### src/rtl/load_store_unit.sv
// Memory-stage load/store front end between the EX/MEM register and a word-addressed data memory.
// Accepts one request at a time, performs sub-word stores as read-modify-write, extends sub-word
// loads, and faults misaligned, illegal-size or out-of-range accesses without touching memory.
//
// Ports:
//   clk, reset                     clock and synchronous active-high reset
//   req_valid/req_ready            request handshake (ready only while idle)
//   req_load, req_size, req_unsigned, req_addr, req_wdata, req_rd   request fields
//   resp_valid, resp_rdata, resp_rd, resp_fault                     one-cycle response
//   mem_read, mem_write, mem_address, mem_writedata, mem_readdata   data memory interface
module load_store_unit #(
    parameter int unsigned MEM_WORDS = 128
) (
    input  logic        clk,
    input  logic        reset,
    input  logic        req_valid,
    output logic        req_ready,
    input  logic        req_load,
    input  logic [1:0]  req_size,
    input  logic        req_unsigned,
    input  logic [31:0] req_addr,
    input  logic [31:0] req_wdata,
    input  logic [4:0]  req_rd,
    output logic        resp_valid,
    output logic [31:0] resp_rdata,
    output logic [4:0]  resp_rd,
    output logic        resp_fault,
    output logic        mem_read,
    output logic        mem_write,
    output logic [31:0] mem_address,
    output logic [31:0] mem_writedata,
    input  logic [31:0] mem_readdata
);

    typedef enum logic [2:0] {StIdle, StLoad, StStWord, StRmwRd, StRmwWr, StResp} state_e;

    state_e      state_q, state_d;
    logic [1:0]  lane_q, lane_d;
    logic [1:0]  size_q, size_d;
    logic        uns_q, uns_d;
    logic [15:0] wdata_q, wdata_d;
    logic [4:0]  rd_q, rd_d;

    logic        req_ready_q, req_ready_d;
    logic        resp_valid_q, resp_valid_d;
    logic [31:0] resp_rdata_q, resp_rdata_d;
    logic [4:0]  resp_rd_q, resp_rd_d;
    logic        resp_fault_q, resp_fault_d;
    logic        mem_read_q, mem_read_d;
    logic        mem_write_q, mem_write_d;
    logic [31:0] mem_address_q, mem_address_d;
    logic [31:0] mem_writedata_q, mem_writedata_d;

    logic        fault;
    logic [4:0]  shamt;
    logic [31:0] lane_mask, shifted, load_ext, merged;

    // Fault decode on the incoming request.
    always_comb begin
        fault = 1'b0;
        unique case (req_size)
            2'b00:   fault = 1'b0;
            2'b01:   fault = req_addr[0];
            2'b10:   fault = |req_addr[1:0];
            default: fault = 1'b1;
        endcase
        if ({2'b00, req_addr[31:2]} >= MEM_WORDS) begin
            fault = 1'b1;
        end
    end

    // Lane extraction for loads and lane merge for sub-word stores (little-endian lanes).
    always_comb begin
        shamt     = 5'd0;
        lane_mask = 32'hFFFF_FFFF;
        unique case (size_q)
            2'b00: begin
                shamt     = {lane_q, 3'b000};
                lane_mask = 32'h0000_00FF;
            end
            2'b01: begin
                shamt     = {lane_q[1], 4'b0000};
                lane_mask = 32'h0000_FFFF;
            end
            default: ;
        endcase
        shifted  = mem_readdata >> shamt;
        load_ext = shifted;
        unique case (size_q)
            2'b00:   load_ext = uns_q ? {24'b0, shifted[7:0]} : {{24{shifted[7]}}, shifted[7:0]};
            2'b01:   load_ext = uns_q ? {16'b0, shifted[15:0]} : {{16{shifted[15]}}, shifted[15:0]};
            default: load_ext = shifted;
        endcase
        merged = (mem_readdata & ~(lane_mask << shamt)) | (({16'b0, wdata_q} & lane_mask) << shamt);
    end

    always_comb begin
        state_d         = state_q;
        lane_d          = lane_q;
        size_d          = size_q;
        uns_d           = uns_q;
        wdata_d         = wdata_q;
        rd_d            = rd_q;
        resp_rdata_d    = resp_rdata_q;
        resp_rd_d       = resp_rd_q;
        resp_fault_d    = resp_fault_q;
        mem_address_d   = mem_address_q;
        mem_writedata_d = mem_writedata_q;

        unique case (state_q)
            StIdle: begin
                if (req_valid) begin
                    lane_d  = req_addr[1:0];
                    size_d  = req_size;
                    uns_d   = req_unsigned;
                    wdata_d = req_wdata[15:0];
                    rd_d    = req_rd;
                    if (fault) begin
                        state_d      = StResp;
                        resp_rdata_d = 32'd0;
                        resp_rd_d    = req_rd;
                        resp_fault_d = 1'b1;
                    end else begin
                        mem_address_d = {2'b00, req_addr[31:2]};
                        if (req_load) begin
                            state_d = StLoad;
                        end else if (req_size == 2'b10) begin
                            state_d         = StStWord;
                            mem_writedata_d = req_wdata;
                        end else begin
                            state_d = StRmwRd;
                        end
                    end
                end
            end
            StLoad: begin
                state_d      = StResp;
                resp_rdata_d = load_ext;
                resp_rd_d    = rd_q;
                resp_fault_d = 1'b0;
            end
            StRmwRd: begin
                state_d         = StRmwWr;
                mem_writedata_d = merged;
            end
            StStWord, StRmwWr: begin
                state_d      = StResp;
                resp_rdata_d = 32'd0;
                resp_rd_d    = rd_q;
                resp_fault_d = 1'b0;
            end
            StResp:  state_d = StIdle;
            default: state_d = StIdle;
        endcase

        // Strobes and handshake are registered from the next state so they are glitch-free.
        req_ready_d  = (state_d == StIdle);
        resp_valid_d = (state_d == StResp);
        mem_read_d   = (state_d == StLoad) || (state_d == StRmwRd);
        mem_write_d  = (state_d == StStWord) || (state_d == StRmwWr);
    end

    always_ff @(posedge clk) begin
        if (reset) begin
            state_q         <= StIdle;
            lane_q          <= 2'd0;
            size_q          <= 2'd0;
            uns_q           <= 1'b0;
            wdata_q         <= 16'd0;
            rd_q            <= 5'd0;
            req_ready_q     <= 1'b1;
            resp_valid_q    <= 1'b0;
            resp_rdata_q    <= 32'd0;
            resp_rd_q       <= 5'd0;
            resp_fault_q    <= 1'b0;
            mem_read_q      <= 1'b0;
            mem_write_q     <= 1'b0;
            mem_address_q   <= 32'd0;
            mem_writedata_q <= 32'd0;
        end else begin
            state_q         <= state_d;
            lane_q          <= lane_d;
            size_q          <= size_d;
            uns_q           <= uns_d;
            wdata_q         <= wdata_d;
            rd_q            <= rd_d;
            req_ready_q     <= req_ready_d;
            resp_valid_q    <= resp_valid_d;
            resp_rdata_q    <= resp_rdata_d;
            resp_rd_q       <= resp_rd_d;
            resp_fault_q    <= resp_fault_d;
            mem_read_q      <= mem_read_d;
            mem_write_q     <= mem_write_d;
            mem_address_q   <= mem_address_d;
            mem_writedata_q <= mem_writedata_d;
        end
    end

    assign req_ready     = req_ready_q;
    assign resp_valid    = resp_valid_q;
    assign resp_rdata    = resp_rdata_q;
    assign resp_rd       = resp_rd_q;
    assign resp_fault    = resp_fault_q;
    assign mem_read      = mem_read_q;
    assign mem_write     = mem_write_q;
    assign mem_address   = mem_address_q;
    assign mem_writedata = mem_writedata_q;

endmodule

### config.mk
export PLATFORM = sky130hd
export DESIGN_NAME = load_store_unit
export DESIGN_NICKNAME = d
export VERILOG_FILES = /design/src/rtl/load_store_unit.sv
export SDC_FILE = /design/constraint.sdc
export NUM_CORES = 1
export LEC_CHECK = 0
export ABC_CLOCK_PERIOD_IN_PS = 1700
export BUFFER_PORTS_ARGS = -buffer_cell sky130_fd_sc_hd__buf_2
export CORE_MARGIN = 5
export CORE_UTILIZATION = 45
export DETAILED_ROUTE_END_ITERATION = 10
export PLACE_DENSITY = 0.84
export SETUP_SLACK_MARGIN = 0.15
export SLEW_MARGIN = 30
export SYNTH_ARGS = -nofsm -noshare
export SYNTH_HDL_FRONTEND = slang
export SYNTH_SLANG_ARGS = --single-unit
### constraint.sdc
create_clock -name clk -period 1.7 [get_ports clk]
set_input_delay 0.255 -clock clk [delete_from_list [all_inputs] [get_ports clk]]
set_output_delay 0.255 -clock clk [all_outputs]
set_load 0.03 [all_outputs]
# --- After elaboration in Yosys (flattened, before gate mapping) ---
# Index checks and enable logic that the tools add are counted.
classes:
  n_bitwise: 5
  reduce_logical: 17
  n_shift: 3
  n_eq_ne: 17
  mux: 26
  order_cmp: 1
ops:
  columns: ["cell", "count"]
  rows:
  - ["two-way mux 32 bit", 8]
  - ["case mux 32 bit (2 select lines)", 3]
  - ["case mux 32 bit (3 select lines)", 1]
  - ["<< shifter 32 x 5 -> 32 bit", 2]
  - ["AND 16 x 32 -> 32 bit", 1]
  - ["AND 32 bit", 1]
  - ["NOT 32 bit", 1]
  - ["OR 32 bit", 1]
  - [">> shifter 32 x 5 -> 32 bit", 1]
  - ["greater-or-equal comparator 30 x 8 -> 1 bit, second input constant", 1]
  - ["case mux 5 bit (2 select lines)", 2]
  - ["equality test 3 x 2 -> 1 bit, second input constant", 4]
  - ["two-way mux 5 bit", 2]
  - ["!= test 2 bit, second input constant", 5]
  - ["equality test 3 bit, second input constant", 3]
  - ["case mux 3 bit (3 select lines)", 1]
  - ["AND reduction 3 bit", 3]
  - ["equality test 3 x 1 -> 1 bit, second input constant", 2]
  - ["logical NOT 3 bit", 2]
  - ["two-way mux 3 bit", 2]
  - ["AND reduction 5 bit", 1]
  - ["equality test 2 x 1 -> 1 bit, second input constant", 2]
  - ["logical NOT 2 bit", 2]
  - ["two-way mux 1 bit", 4]
  - ["other kinds (11)", 14]
totals:
  reg_bits: 133
  output_inout_bits: 106
  in_bits: 108

# --- Logic depth before layout (Yosys ltp) ---
logic_depth:
  word_depth: 8
  mapped_depth: 10
  ltp_nobuf: 6

# --- Worst setup path before layout ---
# No wires, ideal clock.
synth_timing:
  kind: "register to register"
  startpoint: "reg state_q[1]"
  endpoint: "reg mem_writedata_q[14], in the netlist mem_writedata[14]"
  n_path_buf: 3
  period_less_slack_ps: 1852
  path_slack_ps: -152
  arrival_time_ps: 1782
  setup_ps: 70
  path_stages_with_launch: 10
  path_cell_list: "dfxtp_1 buf_2 nor2_2 nand3b_1 nor3_2 buf_6 a31oi_4 buf_6 or3_1 a21oi_1"
synth_between:
  elab_chain_len: 3
synth_lines:
  columns: ["element", "line", "text"]
  rows:
  - ["start, declared", "37", "state_e state_q, state_d;"]
  - ["start signal, assigned", "165", "state_q <= StIdle;"]
  - ["start signal, assigned", "181", "state_q <= state_d;"]
  - ["equality test 3 x 2 -> 1 bit or logical NOT 3 bit (tied branches)", "110", "unique case (state_q)"]
  - ["nonzero test 2 bit (no source line) or != test 2 bit (tied branches)", null, null]
  - ["AND reduction 5 bit (no source line)", null, null]
  - ["end signal, assigned", "195", "mem_writedata_q <= mem_writedata_d;"]
  - ["end, declared", "52", "logic [31:0] mem_writedata_q, mem_writedata_d;"]
# Parallel ways exist; a longest one is shown, timed or not.
# A chain may end at the register's enable or synchronous reset.

# --- Worst setup path in the final report ---
layout_timing:
  startpoint: "reg lane_q[0]"
  endpoint: "reg resp_rdata_q[16], in the netlist resp_rdata[16]"
layout_between:
  elab_chain_len: 5
layout_lines:
  columns: ["element", "line", "text"]
  rows:
  - ["start, declared", "38", "logic [1:0] lane_q, lane_d;"]
  - ["start signal, assigned", "182", "lane_q <= lane_d;"]
  - ["case mux 5 bit (2 select lines) (*)", "76", "unique case (size_q)"]
  - [">> shifter 32 x 5 -> 32 bit (*)", "87", "shifted = mem_readdata >> shamt;"]
  - ["two-way mux 32 bit, on equally long branches", "91, 90", null]
  - ["case mux 32 bit (2 select lines) (*)", "89", "unique case (size_q)"]
  - ["case mux 32 bit (3 select lines) (*)", "110", null]
  - ["end signal, assigned", "189", "resp_rdata_q <= resp_rdata_d;"]
  - ["end, declared", "46", "logic [31:0] resp_rdata_q, resp_rdata_d;"]
# Every way passes the cells marked *; elsewhere a longest branch is shown, timed or not.

==> impl_results.md <==
* Count leader, synth: dfxtp_1
* CP required at 2.02 ns
* Maxcap violations at 0
* WL/cell at ~19 um
* Seq/Total Area, Yosys at 45.8%
* Worst slew pin tran at 0.682 ns
* DRT iter0 DRCs at 641
* Initial Utilization at approximately 46%
* Num rows at 41
* Fill cells at 952
* Distinct cells, synth at 51
* Crit path launch type: flip-flop
* FF-to-FF path depth at 6
* Max Slew Vio Count at 0
* Hold path startpoint: req_load
* Die area at roughly 0.015 mm2
* Routed Antenna Nets at 0
* Max clock buf depth at 2
* Drt pass-1 iters at 5
* R2R Setup Slk at -0.11 ns
* Worst hold path stage count at 2
* Synth Warn # at 0
* CTS Hold Buffers Added at 0
* Final Power at 10200 uW
* Grt total ovfl at 0
* Cell Area, Synth at 0.00581 mm2
* Die W at 124 um
* Dominant cells by area after synthesis: dfxtp_1 46%, nand2_1 8.3%, a21oi_1 5.5%
* Util after Layout at 68.8%
* Cell area after layout at 0.00868 mm2
* Setup ws final at -0.113 ns
* Asr flop ratio synth at 0%
* Finish-stage setup viols at 34
* Placement-stage cell area at 0.00748 mm2
* RSZ-0062 raised after global routing: true
* CP endpoint kind: flip-flop
* Post-synthesis cell type with the largest combined area: dfxtp_1
* Clock transition at the registers of the reported paths at about 0.06 ns
* Number of H-tree levels at 4
* Most Crowded Layer GR: met2
* Met2 global-route usage at between 40% and 50%
* RR Startpoint: lane_q[0]$_SDFFE_PP0P_
* Vias at 6326
* Grt met1 use at 31.9%
* Relative slew slack at 54.5%
* Setup skew after layout at ~0.0055 ns
* Fin nets at 1039
* Sequential Area at 0.00268 mm2
* Post-Synthesis Cells at about 680
* Non-Filler Instances at 1118
* Critical Path AT at between 2 and 2.5 ns
* Core area at 0.0126 mm2
* P_leak at 0.00382 uW
* Area of the multi-input gates at 0.00338 mm2
* Status: finished, violations left
* Routing usage on met3 at 7.27%
* Post-Syn Area per Cell at 8.58 um2
* Hold Fails Final Rpt at 0
* Global Route Usage Sum at a little over a quarter
* Port bufs at 211
* TritonCTS buffer count at 17
* Number of global-route vias before repair at between 5000 and 6000
* Crit Path Category: flip-flop to flip-flop
* I/O pin count at 214
* RR Endpoint: resp_rdata[16]$_SDFFE_PP0P_
* Placed Instances at 1067
* Failing checks: negative setup slack
* Final Cycle Share at 107%
* Worst Hold Class: primary input to flip-flop
* Clock sinks at 133
* DR vias/cell at about 5.7
* Clock Tree Root: clkbuf_16
* Peak supply drop at 620 uV
* Place WS at -0.338 ns
* Post-DP HPWL at 14700 um
* Fmax at 551 MHz
* Placer Congestion at between 0.9 and 1
* Hold EP: state_q[1]$_SDFF_PP0_
* Post-synthesis register bit count at 133
* Power density cells at 1170 mW/mm2
* Synth top area share at 45.8%
* Post-layout min period at 1.81 ns
* Synth top cells by count: 133 x dfxtp_1, 129 x nand2_1, 64 x a21oi_1, 64 x nor2_1, 34 x clkbuf_1
* Synth-to-Final Area Change at 49.4%
* DR DRC count at 0
* Initial antenna violation count at 1
* Critical path fanouts, max at 8
* CTS tree: yes
* First-pass GRT wire length at about 30000 um
* Post-Route WL at 21400 um
* Post-synth EDFFs at 0
* Clk_lat worst skew at 0.42 ns
* Post-synth top flop: dfxtp_1
* Die height at 124 um
* Fraction of layout cells with a size suffix above 1 at 46.4%
* Largest net degree at the start of global routing at 56
-- worst max-delay path: stages (launching register included) --
cell	delay, ns
dfxtp_2	0.33
nor2b_4	0.19
mux2i_2	0.26
nor2_2	0.08
o31a_1	0.37
o21a_4	0.27
a22o_1	0.20
-- sequential cells by signal, indices dropped and copies added (netlist names) --
| signal | flops |
|---|---|
| mem_writedata | 32 |
| resp_rdata | 32 |
| mem_address | 30 |
| wdata_q | 16 |
| rd_q | 5 |
| resp_rd | 5 |
| state_q | 3 |
| lane_q | 2 |
| size_q | 2 |
| mem_read | 1 |
| mem_write | 1 |
| req_ready | 1 |
| resp_fault | 1 |
| resp_valid | 1 |
| uns_q | 1 |
-- layout by cell type (no fill, tap or decap), types with 16 or more instances in the layout --
cell type,instances
a21oi_1,48
a21oi_2,16
a22o_1,23
buf_2,212
buf_4,46
buf_6,17
clkbuf_16,18
dfxtp_1,126
mux2i_1,17
nand2_1,111
nand2_2,16
nand2b_1,17
nor2_1,58
-- cells by family after synthesis --
group / Yosys count / share of synthesized area [%]
compound gates: 162 / 19.5
xor+xnor: 2 / 0.302
buf+inv: 56 / 4.31
flops: 133 / 45.8
mux: 25 / 5.81
other cells: 1 / 0.0645
simple gates: 298 / 24.2
-- per-stage QoR --
stage | TNS, ns | hold slack, ns
5_1_grt | -5.30 | 0.0537
2_1_floorplan | -1.93 | 0.331
3_5_place_dp | -24.65 | 0.440
3_3_place_gp | -22.84 | 0.437
4_1_cts | -0.0938 | 0.0335
6_report | -1.84 | 0.0540
-- routing by layer --
| layer | part of all wire (%) | routed length (um) |
|---|---|---|
| met1 | 38 | 8180 |
| met2 | 48 | 10300 |
| met3 | 10 | 2130 |
| met4 | 3.5 | 739 |
| met5 | 0.051 | 11 |
-- layout make-up --
cell class / instances / area share [%]
Clock buffer: 19 / 5.22
Inverter: 2 / 0.0865
Clock inverter: 13 / 1.43
Antenna cell: 2 / 0.0577
Sequential cell: 133 / 30.8
Timing Repair Buffer: 286 / 20.9
Multi-Input combinational cell: 491 / 39.0
Tap cell: 172 / 2.48
-- power by group --
group	switching [uW]	total, uW	internal, uW
Sequential	194	3620	3430
Combinational	1790	3020	1230
Clock	1440	3540	2100
-- timing repair --
item	CTS	global route
setup endpoints to repair	102	104
cloned	4	2
gates resized for setup	53	77
buffers inserted	5	6
pin swaps	9	53
-- worst max path at each step --
stage,cells after the start,start,slack [ns],to
global route,7,state_q[0]$_SDFF_PP0_,-0.17,mem_writedata[28]$_SDFFE_PP0P_
global placement,8,req_addr[9],-0.30,mem_writedata[11]$_SDFFE_PP0P_
CTS,7,state_q[1]$_SDFF_PP0_,-0.02,mem_writedata[9]$_SDFFE_PP0P_
finish,6,lane_q[0]$_SDFFE_PP0P_,-0.11,resp_rdata[16]$_SDFFE_PP0P_
detailed placement,8,req_addr[9],-0.34,mem_writedata[10]$_SDFFE_PP0P_
floorplan,8,req_addr[12],-0.09,mem_writedata[14]$_SDFFE_PP0P_
No activity file was read; power rests on OpenSTA's default activity.
